File: config.mk
export PLATFORM = sky130hd
export DESIGN_NAME = ps2_kbd_rx
export DESIGN_NICKNAME = d
export VERILOG_FILES = /design/src/rtl/kbd_pkg.sv /design/src/rtl/sync_fifo.sv /design/src/rtl/ps2_kbd_rx.sv
export SDC_FILE = /design/constraint.sdc
export NUM_CORES = 1
export LEC_CHECK = 0
export ABC_AREA = 1
export BUFFER_PORTS_ARGS = -buffer_cell sky130_fd_sc_hd__buf_4
export CAP_MARGIN = 20
export CORE_ASPECT_RATIO = 1.2
export CORE_MARGIN = 2
export CORE_UTILIZATION = 45
export DETAILED_ROUTE_END_ITERATION = 7
export GPL_ROUTABILITY_DRIVEN = 1
export PLACE_DENSITY = 0.6
export SETUP_SLACK_MARGIN = 0.05
export SKIP_CTS_REPAIR_TIMING = 1
export SYNTH_ARGS = -nofsm -noshare
export SYNTH_HDL_FRONTEND = slang
export SYNTH_SLANG_ARGS = --single-unit
File: constraint.sdc
create_clock -name clock -period 3.6 [get_ports clock]
set_clock_uncertainty 0.15 [all_clocks]
set_input_delay 0.54 -clock clock [delete_from_list [all_inputs] [get_ports clock]]
set_output_delay 0.54 -clock clock [all_outputs]
set_load 0.05 [all_outputs]
File: src/rtl/kbd_pkg.sv
// Shared constants and types for the PS/2 keyboard receiver.
// Frame layout: start, 8 data bits LSB-first, odd parity, stop.
package kbd_pkg;
  localparam int FRAME_BITS    = 11;
  localparam int PARITY_IDX    = 9;
  localparam int STOP_IDX      = 10;

  localparam int DOUT_NONEMPTY = 8;
  localparam int DOUT_OVF      = 9;
  localparam int DOUT_FERR     = 10;

  typedef enum logic {IDLE, RECV} rx_state_e;

  // v = {parity, data}; odd parity means an odd number of ones overall.
  function automatic logic odd_parity_ok(input logic [8:0] v);
    return ^v;
  endfunction
endpackage

File: src/rtl/sync_fifo.sv
// Small synchronous FIFO; a pop in the same cycle as a push frees the slot
// first, so a push into a full FIFO succeeds when paired with a pop.
module sync_fifo #(
  parameter int WIDTH = 8,
  parameter int DEPTH = 8
) (
  input  logic                       clock,
  input  logic                       clrn,
  input  logic                       push,
  input  logic [WIDTH-1:0]           din,
  input  logic                       pop,
  output logic [WIDTH-1:0]           dout,
  output logic                       full,
  output logic                       empty,
  output logic [$clog2(DEPTH):0]     count
);
  localparam int AW = $clog2(DEPTH);
  localparam logic [AW-1:0] PTR_ONE  = AW'(1);
  localparam logic [AW:0]   CNT_ONE  = (AW+1)'(1);
  localparam logic [AW:0]   CNT_FULL = (AW+1)'(DEPTH);

  logic [WIDTH-1:0] mem [DEPTH];
  logic [AW-1:0]    wr_ptr, rd_ptr;
  logic [AW:0]      cnt;
  logic             do_push, do_pop;

  assign empty   = (cnt == '0);
  assign full    = (cnt == CNT_FULL);
  assign count   = cnt;
  assign dout    = mem[rd_ptr];
  assign do_pop  = pop & ~empty;
  assign do_push = push & (~full | do_pop);

  always_ff @(posedge clock or negedge clrn) begin
    if (!clrn) begin
      for (int i = 0; i < DEPTH; i++) mem[i] <= '0;
      wr_ptr <= '0;
      rd_ptr <= '0;
      cnt    <= '0;
    end else begin
      if (do_push) begin
        mem[wr_ptr] <= din;
        wr_ptr      <= wr_ptr + PTR_ONE;
      end
      if (do_pop) rd_ptr <= rd_ptr + PTR_ONE;
      case ({do_push, do_pop})
        2'b10:   cnt <= cnt + CNT_ONE;
        2'b01:   cnt <= cnt - CNT_ONE;
        default: cnt <= cnt;
      endcase
    end
  end
endmodule

File: src/rtl/ps2_kbd_rx.sv
// PS/2 keyboard receiver: synchronises the pins, deframes 11-bit frames,
// queues good scancodes and exposes head/status/sticky errors in one read word.
module ps2_kbd_rx
  import kbd_pkg::*;
#(
  parameter int FIFO_DEPTH     = 8,
  parameter int TIMEOUT_CYCLES = 10000,
  parameter int SYNC_STAGES    = 2
) (
  input  logic        clock,
  input  logic        clrn,
  input  logic        ps2_clk,
  input  logic        ps2_data,
  input  logic        en,
  output logic [31:0] dout,
  output logic        irq
);
  localparam int TW = $clog2(TIMEOUT_CYCLES);
  localparam int CW = $clog2(FIFO_DEPTH) + 1;
  localparam logic [TW-1:0] T_LAST = TW'(TIMEOUT_CYCLES - 1);
  localparam logic [TW-1:0] T_ONE  = TW'(1);

  logic [SYNC_STAGES-1:0] clk_sync, dat_sync;
  logic                   ps2_clk_s, ps2_data_s, ps2_clk_s_q;
  logic                   fall;

  rx_state_e   state;
  logic [3:0]  bitcnt;
  logic [8:0]  shreg;
  logic [TW-1:0] tcnt;

  logic        en_q, rise;
  logic        ovf, ferr;
  logic        frame_end, frame_ok, timeout;
  logic        push, ovf_set, ferr_set;

  logic [7:0]  fifo_head;
  logic        fifo_full, fifo_empty;
  logic [CW-1:0] fifo_count;

  assign ps2_clk_s  = clk_sync[SYNC_STAGES-1];
  assign ps2_data_s = dat_sync[SYNC_STAGES-1];
  assign fall       = ps2_clk_s_q & ~ps2_clk_s;
  assign rise       = en & ~en_q;

  // Synchronisers reset to 1 so an idle bus never looks like a falling edge.
  always_ff @(posedge clock or negedge clrn) begin
    if (!clrn) begin
      clk_sync    <= '1;
      dat_sync    <= '1;
      ps2_clk_s_q <= 1'b1;
    end else begin
      clk_sync    <= {clk_sync[SYNC_STAGES-2:0], ps2_clk};
      dat_sync    <= {dat_sync[SYNC_STAGES-2:0], ps2_data};
      ps2_clk_s_q <= ps2_clk_s;
    end
  end

  // shreg holds {parity, data[7:0]} once the stop bit arrives.
  always_comb begin
    frame_end = (state == RECV) && fall && (bitcnt == 4'(STOP_IDX));
    frame_ok  = odd_parity_ok(shreg) && ps2_data_s;
    timeout   = (state == RECV) && !fall && (tcnt == T_LAST);
    push      = frame_end & frame_ok;
    ovf_set   = push & fifo_full & ~rise;
    ferr_set  = (frame_end & ~frame_ok) | timeout;
  end

  always_ff @(posedge clock or negedge clrn) begin
    if (!clrn) begin
      state  <= IDLE;
      bitcnt <= '0;
      shreg  <= '0;
      tcnt   <= '0;
    end else begin
      if (fall || state != RECV || timeout) tcnt <= '0;
      else                                   tcnt <= tcnt + T_ONE;

      case (state)
        IDLE: if (fall && !ps2_data_s) begin
          state  <= RECV;
          bitcnt <= 4'd1;
          shreg  <= '0;
        end
        RECV: begin
          if (fall) begin
            if (bitcnt == 4'(STOP_IDX)) begin
              state  <= IDLE;
              bitcnt <= '0;
            end else begin
              shreg  <= {ps2_data_s, shreg[8:1]};
              bitcnt <= bitcnt + 4'd1;
            end
          end else if (timeout) begin
            state  <= IDLE;
            bitcnt <= '0;
            shreg  <= '0;
          end
        end
        default: state <= IDLE;
      endcase
    end
  end

  // Sticky flags: a set in the same cycle as the clearing read wins.
  always_ff @(posedge clock or negedge clrn) begin
    if (!clrn) begin
      en_q <= 1'b0;
      ovf  <= 1'b0;
      ferr <= 1'b0;
    end else begin
      en_q <= en;
      ovf  <= ovf_set  | (ovf  & ~rise);
      ferr <= ferr_set | (ferr & ~rise);
    end
  end

  sync_fifo #(.WIDTH(8), .DEPTH(FIFO_DEPTH)) u_fifo (
    .clock (clock),
    .clrn  (clrn),
    .push  (push),
    .din   (shreg[7:0]),
    .pop   (rise & ~fifo_empty),
    .dout  (fifo_head),
    .full  (fifo_full),
    .empty (fifo_empty),
    .count (fifo_count)
  );

  always_comb begin
    dout                = '0;
    dout[7:0]           = fifo_head;
    dout[DOUT_NONEMPTY] = (fifo_count != '0);
    dout[DOUT_OVF]      = ovf;
    dout[DOUT_FERR]     = ferr;
    irq                 = (fifo_count != '0);
  end
endmodule

Word-level counts from Yosys, hierarchy flattened
Cells that the tools add are included.

Bits in registers: 110. Output and inout port bits: 33.

Add/subtract/negate cells: 6. Magnitude comparators: 3. Eq/ne operators: 8. Muxes and demuxes: 23. Bitwise logic cells: 24. Reduce and logical (&&, ||, !) cells: 17.

Operators with widths (count): $bwmux 64 (1); $mux 9 (4); $bmux 8 s3 (1); $demux 8 s3 (1); $mux 8 (3); $pmux 9 s2 (1); $mux 4 (4); $pmux 4 s2 (2); $add 14x1->14 const B (1); $eq 14x14->1 const B (1); $mux 14 (1); $and 1x1->1 (11); $reduce_xor 9->1 (1); $add 4x1->4 const B (2); $eq 4x4->1 const B (2); $ge 4x4->1 const B (2); $not 3->4 (2); $logic_and 1x1->1 (7); $not 1->1 (7); $add 3x1->3 const B (2); $logic_not 4->1 (1); $lt 4x1->1 const B (1); $mux 1 (4); $or 1x1->1 (4); other kinds (13) (15).

Longest topological paths before layout
Depth after elaboration: 8. Depth in mapped cells: 18. Mapped depth without buffers: 17.

Cells and area by module
A second synthesis with hierarchy kept.

Cell total of the unflattened synthesis: 748. Area, all modules: 5921.9 um2.

Modules (own cells, without submodules): sync_fifo (instances 1, cells each 523, area each 3932.5 um2); ps2_kbd_rx (instances 1, cells each 225, area each 1989.4 um2).

Worst setup path before layout
Ideal clock, no wire load.

Path type: reg-to-reg. From: register bitcnt[0]. To: register u_fifo.cnt[2], in the netlist u_fifo.count[2]. Arrival time: 2.420 ns. Required time: 3.331 ns. Setup slack: 0.911 ns. Stages on the path, launching flop included: 16. Buffers on the path: 1. Clock period less this slack: 2.689 ns. Path through: dfrtp_1 -> inv_1 -> ha_1 -> inv_1 -> nor3_1 -> nand2_1 -> nor2_4 -> buf_6 -> nand2_2 -> ha_1 -> xor2_1 -> ha_1 -> a21oi_1 -> a21oi_1 -> o21ai_0 -> o21a_1.

Word-level cells in the longest chain between the ends: 6. Elaborated cells between the ends (all ways): 8. Classes of those cells: eq/ne: 3; mux: 1; bitwise: 2; reduce/logical: 2.

RTL lines: start, declared (line ps2_kbd_rx.sv:28) `logic [3:0] bitcnt;`; start signal, assigned (line ps2_kbd_rx.sv:92) `bitcnt <= bitcnt + 4'd1;`; $eq 4x4->1 (*) (line ps2_kbd_rx.sv:61) `frame_end = (state == RECV) && fall && (bitcnt == 4'(STOP_IDX));`; $logic_and 1x1->1 (*) (line ps2_kbd_rx.sv:61); $and 1x1->1 (*) (line ps2_kbd_rx.sv:64) `push = frame_end & frame_ok;`; $and 1x1->1 (*) (line sync_fifo.sv:32) `assign do_push = push & (~full | do_pop);`; $eq 2x1->1 / $eq 2x2->1 (equally long branches) (line sync_fifo.sv:46) `case ({do_push, do_pop})`; $pmux 4 s2 / $reduce_bool 2->1 (equally long branches); end signal, assigned (line sync_fifo.sv:47) `2'b10: cnt <= cnt + CNT_ONE;`; end signal, assigned (line sync_fifo.sv:48) `2'b01: cnt <= cnt - CNT_ONE;`; end signal, assigned (line sync_fifo.sv:49) `default: cnt <= cnt;`; end, declared (line sync_fifo.sv:24) `logic [AW:0] cnt;`.

Every way passes the cells marked *; elsewhere a longest branch is shown, timed or not. A chain may end at the register's enable or synchronous reset.

Worst setup path after layout
From: register u_fifo.rd_ptr[1]. To: output port dout[4].

Word-level cells in the longest chain between the ends: 4.

RTL lines: start, declared (line sync_fifo.sv:23) `logic [AW-1:0] wr_ptr, rd_ptr;`; start signal, assigned (line sync_fifo.sv:45) `if (do_pop) rd_ptr <= rd_ptr + PTR_ONE;`; $not 3->4 (implied by the code) (line sync_fifo.sv:30) `assign dout = mem[rd_ptr];`; $bmux 8 s3 (line sync_fifo.sv:30); $mux 8 (implied by the code) (2 in a row) (line sync_fifo.sv:30); end, declared (line ps2_kbd_rx.sv:15) `output logic [31:0] dout,`.

Every way passes these cells. The select of a mux whose other input is x is not followed.

==> flow_summary.toml <==
[outcome]
status = "complete, no violations"

[placed_design]
hpwl_mm = 8.99
place_ws_ps = 770
dpl-instance-area_sq_mm = 0.00591
port_buffers = 16
placed_cells = 854
globalplace.congestion = 0.822

[critical_path]
crit_cells = 6
path_buf_inv = 2
cp_slowest_cell = "dfrtp_1"
arrival_ps = 2500
max_stage_delay_ps = 630
critPathTopFamily = "buffers and inverters"
end_kind = "output pin"
path_cells = "inv_1, o21ai_0, o22ai_1, nor2_1, a31oi_1, buf_4"
start_kind = "register"
required_ps = 2910
reg2reg_depth = 14
path_class = "register to output pin"
crit_path_max_fanout = 18

[floorplan]
die_h_um = 129
dieArea_sq_mm = 0.0139
num_rows = 45
core_area_sq_mm = 0.0127
ioPinCount = 38
start_util_pct = 46.2
fp.dieW_um = 108

[global_route]
grtUsageTotal_pct = 21.3
grt_max_degree = 76
grt_overflow_total = 0
grt_pass1_wl_mm = 23.1
antenna_found_initial = 0
grt_pass1_vias = 4460

[pwr]
p_leak_uw = 0.00304
power_density_mw_per_mm2 = 620
peakVddDrop_v = 0.000628

[sta]
rsz0062_at_grt = "no"
worst_slew_pin_slew_ps = 925
period_share_pct = 88.6
finalHoldViolations = 0
fin_tns_setup_ps = 0
slew_viol_final = 0
layout_setup_ws_ps = 410
min_period_ps = 3190
final-setup-viol-count = 0
timing.slew.headroom_pct = 38.3
fmax_mhz = 314

[routing]
via_per_inst = 5.48
drt_iter0_drc = 343
postRouteAntennaNets = 0
vias = 4766
route.detailed.drc = 0
wl_mm = 14.0
drtPass1Iterations = 5
wl_per_cell_um = 16.1

[final_layout]
fin_nets = 714
final_area_sq_mm = 0.00622
ff_latch_area_sq_mm = 0.00276
layout-drive-gt1-share_pct = 9.49
antenna_cells = 0
synthToLayoutAreaGrowth_pct = 6.37
fill_cells = 1247
layout.cells.non_filler = 870
multi_input_area_sq_mm = 0.00258

[clocking]
cts_tree = "built"
cts-root-buf = "clkbuf_16"
cts_buffers = 9
clock_latency_ps = 350
clkTransAtPathRegs_ps = 80
clk_path_buf_depth = 2
h-tree-depth = 3
clock-sinks = 110

[synthesis]
yosysTopAreaCell = "dfrtp_1"
syn_avg_cell_area_sq_um = 8.29
ys_top_cells_by_area = "dfrtp_1 (45%), nand2_1 (13%), nand4_1 (7.2%)"
ys_seq_area_share_pct = 47.1
syn_area_sq_mm = 0.00585
synth_cell_types = 38
yosysTopAreaCellShare_pct = 44.9
syn_inst = 706
ys_warn_count = 0
synth_seq_cells = 110

[worst_hold_path]
hold_path_class = "input port to async pin"

[run]
maxCapViolCount = 0
-- metal layers --
layer  share of wire (%)  up-vias  global-route usage [%]
li1                    -     2305                       -
met1                  45     2311                    29.2
met2                  47      124                    33.4
met3                 4.3       26                    2.68
met4                 3.5        0                    10.5
met5                   0        -                       0
-- registers in the layout, indices dropped and copies added (netlist names) --
| register | flops |
|---|---|
| u_fifo.mem | 64 |
| tcnt | 14 |
| shreg | 9 |
| bitcnt | 4 |
| u_fifo.count | 4 |
| u_fifo.rd_ptr | 3 |
| u_fifo.wr_ptr | 3 |
| clk_sync | 2 |
| dat_sync | 2 |
| en_q | 1 |
| ferr | 1 |
| ovf | 1 |
| ps2_clk_s_q | 1 |
| state | 1 |
-- Yosys cell counts --
cell / number
o22ai_1: 8
nand3_1: 20
nor2_1: 79
o21ai_0: 46
buf_4: 27
inv_1: 39
buf_8: 3
inv_2: 1
ha_1: 8
o21ai_1: 2
a21oi_1: 5
nor3_1: 9
xor2_1: 5
nand2_1: 196
o31ai_1: 1
dfstp_2: 5
conb_1: 1
xnor2_1: 5
buf_2: 4
nor3_2: 7
o41ai_1: 1
nand2_2: 1
clkbuf_1: 20
buf_6: 6
nand3_2: 3
nor3b_1: 7
nor2_4: 1
nor4_1: 1
clkinv_1: 2
nor2_2: 1
o211ai_1: 1
a31oi_1: 9
dfrtp_1: 105
o311ai_0: 1
nand3_4: 7
nand4_1: 67
buf_12: 1
o21a_1: 1
-- cells by family after synthesis --
group | count (synthesis) | share of synthesized area (%)
simple gates | 399 | 32.5
flops | 110 | 47.1
buf+inv | 103 | 10.0
compound gates | 75 | 7.03
xor+xnor | 10 | 1.50
fa+ha+maj | 8 | 1.71
other cells | 1 | 0.0641
-- worst paths after layout --
kind	from	slack (ps)	endpoint
max in group asynchronous	clrn	2380	ps2_clk_s_q
min in group clock	ps2_clk	150	clk_sync[0]
max reg2reg	bitcnt[0]	750	u_fifo.count[2]
min	clrn	120	u_fifo.mem[3]
max	u_fifo.rd_ptr[1]	410	dout[4]
min reg2reg	clk_sync[0]	210	clk_sync[1]
-- cell type report --
cell class / instances / area share (%)
well taps: 164 / 3.30
clock inverters: 5 / 0.925
clock buffers: 11 / 4.06
multi-input cells: 513 / 41.4
flip-flops and latches: 110 / 44.3
repair buffers: 25 / 3.42
inverters: 42 / 2.53
-- power by group --
| group | switching [uW] | leakage, uW | total, uW | internal [uW] |
|---|---|---|---|---|
| Combinational | 1020 | 0.00140 | 1410 | 389 |
| Sequential | 98.7 | 0.00149 | 1410 | 1310 |
| Clock | 463 | 0.000144 | 1040 | 577 |
-- cells in the final DEF, fill, tap and decap left out, types with 3 or more instances in the layout --
cell type     n
xnor2_1       5
nand3_2       3
inv_1        39
buf_4        23
nor2_1       79
o22ai_1       8
nand4_1      67
conb_1       21
dfstp_2       5
o21ai_0      46
nand3_4       7
clkinvlp_4    3
nor3_2        7
a21oi_1       5
dfrtp_1     105
nand2_1     196
clkbuf_16     9
nand3_1      20
nor3b_1       7
a31oi_1       9
nor3_1        9
xor2_1        5
ha_1          8
-- per-stage QoR --
stage | utilization (%) | total power (uW) | hold slack, ps
after detailed placement | 46.7 | 2840 | 199
after CTS | 49.1 | 3880 | 134
after global placement | 46.7 | 2820 | 196
after global routing | 49.1 | 4070 | 142
final | 49.1 | 3860 | 123
after floorplan | - | 2450 | 94.4
-- worst register-to-register path, stage by stage, from the launching register on --
cell     delay [ps]
dfrtp_1         410
inv_1            90
ha_1            150
inv_1            40
nor3_1          400
nand2_1         220
nor2_4          190
nand2_2         110
ha_1            240
xor2_1          190
ha_1            180
a21oi_1          50
a21oi_1         140
o21ai_0          90
o21a_1          100
Power figures use the tool's default switching activity.
